## config.mk

```make
export PLATFORM = sky130hd
export DESIGN_NAME = hopfield_datapath_flat
export DESIGN_NICKNAME = d
export VERILOG_FILES = /design/src/rtl/hopfield_datapath_if.sv /design/src/rtl/hopfield_datapath.sv /design/src/flat_wrapper.sv
export SDC_FILE = /design/constraint.sdc
export NUM_CORES = 1
export LEC_CHECK = 0
export BUFFER_PORTS_ARGS = -buffer_cell sky130_fd_sc_hd__buf_2
export CORE_UTILIZATION = 50
export CTS_BUF_LIST = sky130_fd_sc_hd__clkbuf_16
export DETAILED_ROUTE_END_ITERATION = 8
export GPL_ROUTABILITY_DRIVEN = 0
export GPL_TIMING_DRIVEN = 0
export PLACE_DENSITY = 0.65
export SLEW_MARGIN = 20
export SYNTH_ARGS = -nofsm -noshare
export SYNTH_HDL_FRONTEND = slang
export SYNTH_SLANG_ARGS = --single-unit
```

## constraint.sdc

```tcl
create_clock -name clk -period 13.9 [get_ports clk]
set_input_delay 2.085 -clock clk [delete_from_list [all_inputs] [get_ports clk]]
set_output_delay 2.085 -clock clk [all_outputs]
set_load 0.005 [all_outputs]
```

## src/rtl/hopfield_datapath_if.sv

```systemverilog
// Controller <-> Hopfield datapath bundle.
// The master drives commands and the pattern; the slave returns state and status.
interface hopfield_datapath_if #(
    parameter int NEURON_COUNT = 8,
    parameter int WEIGHT_WIDTH = 4
);
    localparam int AW = (NEURON_COUNT > 1) ? $clog2(NEURON_COUNT) : 1;

    logic                    modify_neuron;
    logic                    modify_neuron_using_input;
    logic                    modify_weights;
    logic [NEURON_COUNT-1:0] pattern_in;
    logic [AW-1:0]           weight_rd_row;
    logic [AW-1:0]           weight_rd_col;
    logic [WEIGHT_WIDTH-1:0] weight_rd_data;
    logic [NEURON_COUNT-1:0] state_out;
    logic                    same_input;
    logic                    converged;

    modport master (
        output modify_neuron,
        output modify_neuron_using_input,
        output modify_weights,
        output pattern_in,
        output weight_rd_row,
        output weight_rd_col,
        input  weight_rd_data,
        input  state_out,
        input  same_input,
        input  converged
    );

    modport slave (
        input  modify_neuron,
        input  modify_neuron_using_input,
        input  modify_weights,
        input  pattern_in,
        input  weight_rd_row,
        input  weight_rd_col,
        output weight_rd_data,
        output state_out,
        output same_input,
        output converged
    );
endinterface

```

## src/rtl/hopfield_datapath.sv

```systemverilog
// Bipolar Hopfield network: synchronous recall, Hebbian learning with
// saturating symmetric weights and a zero diagonal.
module hopfield_datapath #(
    parameter int NEURON_COUNT = 8,
    parameter int WEIGHT_WIDTH = 4
) (
    input logic clk,
    input logic rst,
    hopfield_datapath_if.slave bus
);
    localparam int N     = NEURON_COUNT;
    localparam int W     = WEIGHT_WIDTH;
    localparam int AW    = (N > 1) ? $clog2(N) : 1;
    localparam int ACC_W = W + $clog2(N) + 1;

    localparam logic signed [W-1:0] WMAX = W'((1 << (W-1)) - 1);
    localparam logic signed [W-1:0] WMIN = -WMAX;

    logic signed [W-1:0]     w [N][N];
    logic signed [ACC_W-1:0] h [N];
    logic [N-1:0]            state;
    logic [N-1:0]            next_state;
    logic [N-1:0]            prev_pattern;
    logic                    prev_armed;
    logic                    prev_valid;
    logic                    conv;

    function automatic logic signed [ACC_W-1:0] ext(
        input logic signed [W-1:0] v
    );
        return {{(ACC_W-W){v[W-1]}}, v};
    endfunction

    function automatic logic signed [W-1:0] learn(
        input logic signed [W-1:0] v,
        input logic                agree
    );
        if (agree)
            return (v == WMAX) ? v : v + W'(1);
        else
            return (v == WMIN) ? v : v - W'(1);
    endfunction

    always_comb begin
        next_state = state;
        for (int i = 0; i < N; i++) begin
            h[i] = '0;
            for (int j = 0; j < N; j++) begin
                if (j != i) begin
                    if (state[j])
                        h[i] = h[i] + ext(w[i][j]);
                    else
                        h[i] = h[i] - ext(w[i][j]);
                end
            end
            // zero field keeps the neuron as it is
            if (h[i] != '0)
                next_state[i] = ~h[i][ACC_W-1];
        end
    end

    always_ff @(posedge clk) begin
        if (rst) begin
            state        <= '0;
            conv         <= 1'b0;
            prev_pattern <= '0;
            prev_armed   <= 1'b0;
            prev_valid   <= 1'b0;
            for (int i = 0; i < N; i++)
                for (int j = 0; j < N; j++)
                    w[i][j] <= '0;
        end else begin
            prev_pattern <= bus.pattern_in;
            prev_armed   <= 1'b1;
            // the first sample after reset is not trusted as history
            prev_valid   <= prev_armed;

            if (bus.modify_neuron) begin
                if (bus.modify_neuron_using_input) begin
                    state <= bus.pattern_in;
                    conv  <= 1'b0;
                end else begin
                    state <= next_state;
                    conv  <= (next_state == state);
                end
            end

            if (bus.modify_weights)
                for (int i = 0; i < N; i++)
                    for (int j = 0; j < N; j++)
                        if (i != j)
                            w[i][j] <= learn(w[i][j],
                                             state[i] ~^ state[j]);
        end
    end

    always_comb begin
        bus.weight_rd_data = '0;
        if (int'(bus.weight_rd_row) < N &&
            int'(bus.weight_rd_col) < N)
            bus.weight_rd_data =
                w[bus.weight_rd_row][bus.weight_rd_col];
    end

    assign bus.state_out  = state;
    assign bus.converged  = conv;
    assign bus.same_input = prev_valid &&
                            (bus.pattern_in == prev_pattern);

    logic [AW-1:0] unused_aw;
    assign unused_aw = '0;
endmodule
```

## src/flat_wrapper.sv

```systemverilog
// flat-port wrapper written by rule: the top's interface ports become plain ports
module hopfield_datapath_flat 
#(
    parameter int NEURON_COUNT = 8,
    parameter int WEIGHT_WIDTH = 4
)
  (clk, rst, bus_modify_neuron, bus_modify_neuron_using_input, bus_modify_weights, bus_pattern_in, bus_weight_rd_row, bus_weight_rd_col, bus_weight_rd_data, bus_state_out, bus_same_input, bus_converged);
  hopfield_datapath_if #(.NEURON_COUNT(NEURON_COUNT), .WEIGHT_WIDTH(WEIGHT_WIDTH)) bus_i ();
  input logic clk;
  input logic rst;
  input wire logic [$bits(bus_i.modify_neuron)-1:0] bus_modify_neuron;
  input wire logic [$bits(bus_i.modify_neuron_using_input)-1:0] bus_modify_neuron_using_input;
  input wire logic [$bits(bus_i.modify_weights)-1:0] bus_modify_weights;
  input wire logic [$bits(bus_i.pattern_in)-1:0] bus_pattern_in;
  input wire logic [$bits(bus_i.weight_rd_row)-1:0] bus_weight_rd_row;
  input wire logic [$bits(bus_i.weight_rd_col)-1:0] bus_weight_rd_col;
  output wire logic [$bits(bus_i.weight_rd_data)-1:0] bus_weight_rd_data;
  output wire logic [$bits(bus_i.state_out)-1:0] bus_state_out;
  output wire logic [$bits(bus_i.same_input)-1:0] bus_same_input;
  output wire logic [$bits(bus_i.converged)-1:0] bus_converged;
  assign bus_i.modify_neuron = bus_modify_neuron;
  assign bus_i.modify_neuron_using_input = bus_modify_neuron_using_input;
  assign bus_i.modify_weights = bus_modify_weights;
  assign bus_i.pattern_in = bus_pattern_in;
  assign bus_i.weight_rd_row = bus_weight_rd_row;
  assign bus_i.weight_rd_col = bus_weight_rd_col;
  assign bus_weight_rd_data = bus_i.weight_rd_data;
  assign bus_state_out = bus_i.state_out;
  assign bus_same_input = bus_i.same_input;
  assign bus_converged = bus_i.converged;
  hopfield_datapath #(.NEURON_COUNT(NEURON_COUNT), .WEIGHT_WIDTH(WEIGHT_WIDTH)) u_core (.clk(clk), .rst(rst), .bus(bus_i));
endmodule
```

======== After elaboration in Yosys (flattened, before gate mapping) ========
Memories as Yosys holds them, arrays and structs flattened.
Index checks and enable logic that the tools add are counted.
cells by class
  add/subtract/negate cells ............... 216
  multiply operators ...................... 0
  div/mod/pow operators ................... 0
  $lt $le $gt $ge ......................... 1
  equal/unequal tests ..................... 114
  shift operators ......................... 0
  mux-type cells .......................... 411
  bitwise operators ....................... 93
  reduce and logical (&&, ||, !) cells .... 9
operators by type and width
  cell                                              count
  2-to-1 mux 4 bit                                  338
  2-to-1 mux 8 bit                                  57
  equality test 4 bit, second input constant        112
  adder 8 x 4 -> 8 bit                              48
  subtractor 8 x 4 -> 8 bit                         48
  adder 4 x 2 -> 4 bit, second input constant       56
  subtractor 4 x 2 -> 4 bit, second input constant  56
  nonzero test 8 bit                                8
  bitwise OR 1 bit                                  56
  subtractor 1 x 4 -> 5 bit, first input constant   8
  bitwise XNOR 1 bit                                28
  equality test 8 bit                               2
  2-to-1 mux 1 bit                                  15
  binary-select mux 4 bit (select 3 bit)            1
  inverter 1 bit                                    8
  >= comparator 4 bit, second input constant        1
  inverter 3 -> 4 bit                               1
  logical AND 1 bit                                 1
word-level totals
  flip-flop bits (word level) ............. 19
  latch bits .............................. 0
  RAM bits ................................ 256
  ROM bits ................................ 0
  input port bits ......................... 19
  logic and storage cells ................. 850
  memories ................................ 1
memory list
  name      depth  width  read ports  clocked after Yosys merged registers in  wr ports  RTL line                 source
  u_core.w  8      32     9           0                                        8         hopfield_datapath.sv:19  logic signed [W-1:0] w [N][N];

======== Longest topological paths before layout ========
Gate-level depths: netlist of run 1.
An unclocked memory read counts as a cell.
  word-level depth ........................ 19
  gate-level depth with buffers ........... 36
  depth with buffers taken out ............ 34

======== Worst setup path before layout of run 1 ========
No wires, ideal clock.
  path kind ............................... reg2reg
  start ................................... reg u_core.state[0] (netlist: u_core.bus.state_out[0])
  end ..................................... reg u_core.conv (netlist: u_core.bus.converged)
  setup time .............................. 0.084 ns
  data arrival time ....................... 6.985 ns
  required time ........................... 13.816 ns
  path slack .............................. 6.831 ns
  cell stages (with the launch flop) ...... 27
  period minus slack after synthesis ...... 7.069 ns
  cells stage by stage .................... dfxtp_1 -> buf_2 -> buf_2 -> buf_1 -> clkbuf_1 -> mux2_2 -> inv_1 -> fa_1 -> fa_1 -> fa_1 -> inv_1 -> fa_1 -> fa_1 -> a21o_1 -> a21oi_1 -> xnor2_1 -> ha_1 -> and3_1 -> a221oi_1 -> a21oi_1 -> xor2_1 -> xnor3_1 -> o211ai_1 -> a21oi_1 -> nor4b_2 -> nand4_1 -> o31ai_2
on the way
  longest elaborated chain between the ends .. 17
ends and longest elaborated chain
  item                                                                      RTL line                                          source
  start: declaration                                                        hopfield_datapath.sv:21                           logic [N-1:0] state;
  start signal: assignment                                                  hopfield_datapath.sv:80                           state <= bus.pattern_in;
  start signal: assignment                                                  hopfield_datapath.sv:83                           state <= next_state;
  2-to-1 mux 8 bit                                                          hopfield_datapath.sv:50                           if (state[j])
  subtractor 8 x 4 -> 8 bit / adder 8 x 4 -> 8 bit (equally long branches)  hopfield_datapath.sv:53, hopfield_datapath.sv:51
  2-to-1 mux 8 bit                                                          hopfield_datapath.sv:50
  subtractor 8 x 4 -> 8 bit / adder 8 x 4 -> 8 bit (equally long branches)  hopfield_datapath.sv:53, hopfield_datapath.sv:51
  2-to-1 mux 8 bit                                                          hopfield_datapath.sv:50
  subtractor 8 x 4 -> 8 bit / adder 8 x 4 -> 8 bit (equally long branches)  hopfield_datapath.sv:53, hopfield_datapath.sv:51
  2-to-1 mux 8 bit                                                          hopfield_datapath.sv:50
  subtractor 8 x 4 -> 8 bit / adder 8 x 4 -> 8 bit (equally long branches)  hopfield_datapath.sv:53, hopfield_datapath.sv:51
  2-to-1 mux 8 bit                                                          hopfield_datapath.sv:50
  subtractor 8 x 4 -> 8 bit / adder 8 x 4 -> 8 bit (equally long branches)  hopfield_datapath.sv:53, hopfield_datapath.sv:51
  2-to-1 mux 8 bit                                                          hopfield_datapath.sv:50
  subtractor 8 x 4 -> 8 bit / adder 8 x 4 -> 8 bit (equally long branches)  hopfield_datapath.sv:53, hopfield_datapath.sv:51
  2-to-1 mux 8 bit                                                          hopfield_datapath.sv:50
  nonzero test 8 bit / inverter 1 bit (equally long branches)               hopfield_datapath.sv:57, hopfield_datapath.sv:58
  2-to-1 mux 1 bit                                                          hopfield_datapath.sv:57                           if (h[i] != '0)
  equality test 8 bit *                                                     hopfield_datapath.sv:84                           conv <= (next_state == state);
  2-to-1 mux 1 bit *                                                        hopfield_datapath.sv:79                           if (bus.modify_neuron_using_input) begin
  end signal: assignment                                                    hopfield_datapath.sv:84
  end: declaration                                                          hopfield_datapath.sv:26                           logic conv;
Every way passes the cells marked *; elsewhere a longest branch is shown, timed or not.
A chain may end at the register's enable or synchronous reset.

======== Final worst setup path of run 1 ========
  start ................................... reg u_core.state[1] (netlist: u_core.bus.state_out[1])
  end ..................................... reg u_core.state[5] (netlist: u_core.bus.state_out[5])
on the way
  longest elaborated chain between the ends .. 14
ends and longest elaborated chain
  item                                                                      RTL line
  2-to-1 mux 8 bit *                                                        hopfield_datapath.sv:50
  subtractor 8 x 4 -> 8 bit / adder 8 x 4 -> 8 bit (equally long branches)  hopfield_datapath.sv:53, hopfield_datapath.sv:51
  2-to-1 mux 8 bit *                                                        hopfield_datapath.sv:50
  subtractor 8 x 4 -> 8 bit / adder 8 x 4 -> 8 bit (equally long branches)  hopfield_datapath.sv:53, hopfield_datapath.sv:51
  2-to-1 mux 8 bit *                                                        hopfield_datapath.sv:50
  subtractor 8 x 4 -> 8 bit / adder 8 x 4 -> 8 bit (equally long branches)  hopfield_datapath.sv:53, hopfield_datapath.sv:51
  2-to-1 mux 8 bit *                                                        hopfield_datapath.sv:50
  subtractor 8 x 4 -> 8 bit / adder 8 x 4 -> 8 bit (equally long branches)  hopfield_datapath.sv:53, hopfield_datapath.sv:51
  2-to-1 mux 8 bit *                                                        hopfield_datapath.sv:50
  subtractor 8 x 4 -> 8 bit / adder 8 x 4 -> 8 bit (equally long branches)  hopfield_datapath.sv:53, hopfield_datapath.sv:51
  2-to-1 mux 8 bit *                                                        hopfield_datapath.sv:50
  nonzero test 8 bit / inverter 1 bit (equally long branches)               hopfield_datapath.sv:57, hopfield_datapath.sv:58
  2-to-1 mux 1 bit *                                                        hopfield_datapath.sv:57
  2-to-1 mux 8 bit *                                                        hopfield_datapath.sv:79
Marks and branches as above.

==> impl_metrics.ini, run 1 <==
[outcome]
outcome = completed

[global_route]
grt_pass1_vias = 29230
grt_pass1_wl_mm = 187.3
track_usage_pct = 33.71
grt-ovfl-total = 0
antenna_found_initial = 7
grt_max_degree = 16

[worst_setup_path]
crit_top_cell = ha_1
critPathCaptureType = flip-flop
required_ns = 14.37
slowest_delay_ns = 1.00
crit_type = flip-flop to flip-flop
start_kind = flip-flop
crit_slowest_cell = buf_1
worstPathArrival_ns = 10.88
worstPathMaxFanout = 10

[clock_network]
cts_made_buffers = 31
cts_root_buf = clkbuf_16
cts_tree = done
clkLatencyLatePin_ns = 0.63
clock_sinks = 243
path_clk_slew_ns = 0.06
cts_resized = 0
htreeDepth = 1
hold_buffers = 0
clock_path_buffers = 3
post-cts-setup-buffer-count = 0

[synthesis]
avgSynthCellArea_um2 = 8.987
async_flop_share_pct = 0
ys_ff_latch = 243
yosys_warnings = 0
synth_edf_count = 224
synth.distinct_cells = 74
synth_nets = 4952
netlist_instances = 4173
synth_ff_type = edfxtp_1
syn_area_mm2 = 0.03750
synth_top_area_cell = ha_1
ys_seq_area_share_pct = 18.95
ys_top_cells_by_area = ha_1 22%, edfxtp_1 18%, xnor2_1 8.4%
synth_top_area_share_pct = 21.89

[detailed_routing]
ant_nets = 0
drtIter0Drc = 4098
via_per_inst = 6.075
vias = 31810
drt-total-wl_mm = 129.0
post_drt_wl_per_cell_um = 24.63
first_pass_iters = 6
remaining_drc_errors = 0

[cells_and_area]
drive_gt1_share_pct = 6.918
final_area_mm2 = 0.04000
fin_nets = 5018
layout_commonest_cell = ha_1
mostFrequentLayoutCells = 656 x ha_1, 427 x nor2_1, 401 x inv_1
final_core_util_pct = 53.82
area_growth_pct = 6.660

[die]
start_util_pct = 50.46
dieArea_mm2 = 0.07610
num_rows = 100
io_pins = 33
die_h_um = 275.9
dieWidth_um = 275.9
core_area_mm2 = 0.07432

[job]
maxCapViolations = 0

[timing]
finalHoldViolCount = 0
slew_headroom_pct = 10.75
finClkSkew_ns = 0.02571
tightest_slew_ns = 1.339
fin_tns_setup_ns = 0
rsz0062_at_grt = no
finalSetupViolations = 0
final_max_slew_viol_count = 0
hold_ws_ns = 0.4426
post-route-min-period_ns = 10.41
maxClockFrequency_mhz = 96.09
post-route-period-util_pct = 74.87

[place]
dp_hpwl_mm = 100.0
port-buffer-count = 29
placed_area_mm2 = 0.03897

[min_path]
hold_path.class = flip-flop to flip-flop
-- sequential cells by signal (all words and copies together) (netlist names) --
signal                count
u_core.prev_valid         1
u_core.w                224
u_core.prev_armed         1
u_core.bus.state_out      8
u_core.prev_pattern       8
u_core.bus.converged      1
-- final timing paths --
kind                            cells after the start               startpoint  slack (ns)                       to
worst max-delay path                               31  u_core.bus.state_out[1]        3.49  u_core.bus.state_out[5]
worst min-delay path                                1        u_core.prev_armed        0.44        u_core.prev_valid
worst max register to register                     31  u_core.bus.state_out[1]        3.49  u_core.bus.state_out[5]
worst min register to register                      1        u_core.prev_armed        0.44        u_core.prev_valid
-- cells in the mapped netlist, types with 36 or more instances --
cell and instances:
ha_1 656, nor2_1 427, inv_1 396, xnor2_1 358, a21oi_1 234, edfxtp_1 224
o21ai_0 208, nand2_1 205, xor2_1 190, a21o_1 121, mux2i_1 114, nor2b_1 106
fa_1 104, nor3_1 89, clkbuf_1 76, mux2_2 62, nand4_1 59, mux4_2 50
nand3_1 50, nand4b_1 44, nand2b_1 36
-- through the flow --
| step | setup slack, ns | std cells |
|---|---|---|
| floorplan | 6.831 | 4173 |
| global placement | 3.464 | 5171 |
| detailed placement | 3.928 | 5175 |
| CTS | 3.877 | 5233 |
| global route | 3.667 | 5233 |
| finish | 3.493 | 5235 |
-- worst max-delay path: cells and delay by family, from the launching register on --
family                     cells  cell delay [ns]
buffers and inverters          7             3.65
xor gates and xnor gates       7             1.59
and+or+nand+nor                3             0.39
adders and majority gates      6             1.77
muxes                          1             0.31
AOI/OAI and AO/OA              7             2.17
DFF                            1             0.33
-- layout make-up --
cell class              instances  area, um2
clock inverters                25      182.7
repair buffers                 33      186.4
inverters                     398       1494
fillers                      6943      34320
plain buffers                 116      514.2
well taps                     969       1212
clock buffers                  33      825.8
multi-input cells            3416      28470
diodes                          2      5.005
flip-flops and latches        243       7107
-- routing by layer --
layer	wire length (um)	vias up	track usage (%)
li1	-	14760	-
met1	52780	15020	46.77
met2	51770	1720	48.05
met3	16900	295	8.926
met4	7470	6	16.67
met5	35	-	0
-- cell families after synthesis --
kind of cell             after synthesis  synth area share, %
XOR/XNOR                             563                13.70
flip-flops                           243                18.95
buffers and inverters                514                5.245
AND/OR/NAND/NOR                     1108                14.26
adder cells (fa/ha/maj)              760                27.44
multiplexers                         226                7.907
AO/OA/AOI/OAI                        759                12.50
Power of run 1 is left out: the tool's default activity adds up to more than one toggle a clock period on the data nets, which glitch-free logic cannot reach.
==> run 2: changes to the inputs <==
PLACE_DENSITY = 0.68   (was 0.65)
clock period = 8.51 ns   (was 13.9 ns; I/O delays follow)
==> run 2 against run 1 <==
Net effect: core utilization increased by 0.13 points; via count rose by 0.59%; hold slack improved by 0.013 ns; highest routed layer unchanged; non-clock buffer count shrank 3; global-route usage down 0.47 points; register-to-register slack got worse by 3.3 ns; clock skew fell by 0.0091 ns.
==> impl_metrics.ini, run 2 (synthesis results as in run 1) <==
[global_route]
grt_pass1_vias = 29600
grt_pass1_wl_mm = 186.1
grt-ovfl-total = 0
track_usage_pct = 33.24
grt_max_degree = 29
antenna_found_initial = 7

[timing]
finalSetupViolations = 0
maxClockFrequency_mhz = 119.6
post-route-period-util_pct = 98.22
slew_headroom_pct = 11.17
post-route-min-period_ns = 8.359
tightest_slew_ns = 1.332
finClkSkew_ns = 0.01657
finalHoldViolCount = 0
final_max_slew_viol_count = 0

[cells_and_area]
mostFrequentLayoutCells = 656 x ha_1, 427 x nor2_1, 402 x inv_1
fin_nets = 5015
layout_commonest_cell = ha_1
largest_reg_flops = 224
top_register = u_core.w
final_area_mm2 = 0.04009
area_growth_pct = 6.913
layoutNonFillerInstCount = 5235
final_core_util_pct = 53.95
drive_gt1_share_pct = 7.042

[die]
num_rows = 100
dieWidth_um = 275.9
io_pins = 33
start_util_pct = 50.46
core_area_mm2 = 0.07432
dieArea_mm2 = 0.07610
die_h_um = 275.9

[detailed_routing]
drtIter0Drc = 3975
via_per_inst = 6.111
ant_nets = 0
drt-total-wl_mm = 127.3
vias = 31990
first_pass_iters = 9
post_drt_wl_per_cell_um = 24.32
remaining_drc_errors = 0

[outcome]
outcome = completed

[worst_setup_path]
start_kind = flip-flop
timing.rr.start = u_core.bus.state_out[0]
r2r_setup_slack_ns = 0.15
worstPathMaxFanout = 10
rr_endpoint = u_core.bus.state_out[5]
critPathCaptureType = flip-flop
crit_top_cell = fa_1
crit_type = flip-flop to flip-flop
slowest_delay_ns = 0.63
worstPathArrival_ns = 8.83
cp_num_buf_inv = 6
crit_slowest_cell = xnor3_1
required_ns = 8.98
cp_top_family = adder cells
r2r_cells = 25

[clock_network]
path_clk_slew_ns = 0.06
htreeDepth = 1
cts_tree = done
hold_buffers = 0
cts_root_buf = clkbuf_16
post-cts-setup-buffer-count = 0
clock_path_buffers = 3
clock_sinks = 243
cts_made_buffers = 31
clkLatencyLatePin_ns = 0.61

[min_path]
hold_path.class = flip-flop to flip-flop
worstHoldPathCells = 1
min_to = u_core.prev_valid
hp-start = u_core.prev_armed

[place]
port-buffer-count = 29
placed_area_mm2 = 0.03896
dpl.cell_count = 5174
dp_hpwl_mm = 99.04

[job]
maxCapViolations = 0
[run 2: cell count changes in the layout (fill, tap and decap cells not counted), moves of 3 or more]
cell | previous run | this run
buf_2 | 49 | 43
clkbuf_1 | 54 | 51
clkbuf_4 | 0 | 6
diode_2 | 2 | 6
[run 2: worst max path at each step]
stage	slack (ns)	end	depth (start not counted)	startpoint
floorplan	1.44	u_core.bus.converged	26	u_core.bus.state_out[0]
global placement	-1.84	u_core.bus.converged	29	u_core.bus.state_out[1]
detailed placement	-1.68	u_core.bus.state_out[5]	31	u_core.bus.state_out[1]
CTS	0.0006	u_core.bus.converged	32	u_core.bus.state_out[0]
global route	-0.03	u_core.bus.converged	32	u_core.bus.state_out[0]
finish	0.15	u_core.bus.state_out[5]	25	u_core.bus.state_out[0]
[run 2: layout make-up]
class	count	area (um2)
Sequential cell	243	7107
Multi-Input combinational cell	3416	28520
Fill cell	6803	34230
Tap cell	969	1212
Timing Repair Buffer	33	190.2
Buffer	113	538.0
Clock buffer	34	850.8
Antenna cell	6	15.01
Clock inverter	23	167.7
Inverter	398	1494
[run 2: per-layer routing]
| layer | global-route usage [%] | vias to the layer above | share of wire [%] |
|---|---|---|---|
| met5 | 0 | - | 0.041 |
| met4 | 18.41 | 8 | 6.5 |
| met3 | 10.07 | 353 | 13 |
| met2 | 47.59 | 1772 | 40 |
| met1 | 44.39 | 15070 | 40 |
| li1 | - | 14790 | - |
[run 2: through the flow]
stage                     setup TNS [ns]  worst slack (ns)  hold slack, ns
after global placement            -11.28            -1.844          0.4294
after CTS                              0         0.0005862          0.4577
after global routing            -0.03075          -0.03075          0.4846
after floorplan                        0             1.441          0.4138
after detailed placement          -8.105            -1.680          0.4389
final                                  0            0.1513          0.4556
[run 2: timing repair]
action | CTS | global route
setup endpoints to repair | 8 | 6
gates resized for setup | 10 | 17
gates cloned | 0 | 0
Power of run 2 is left out for the same reason.
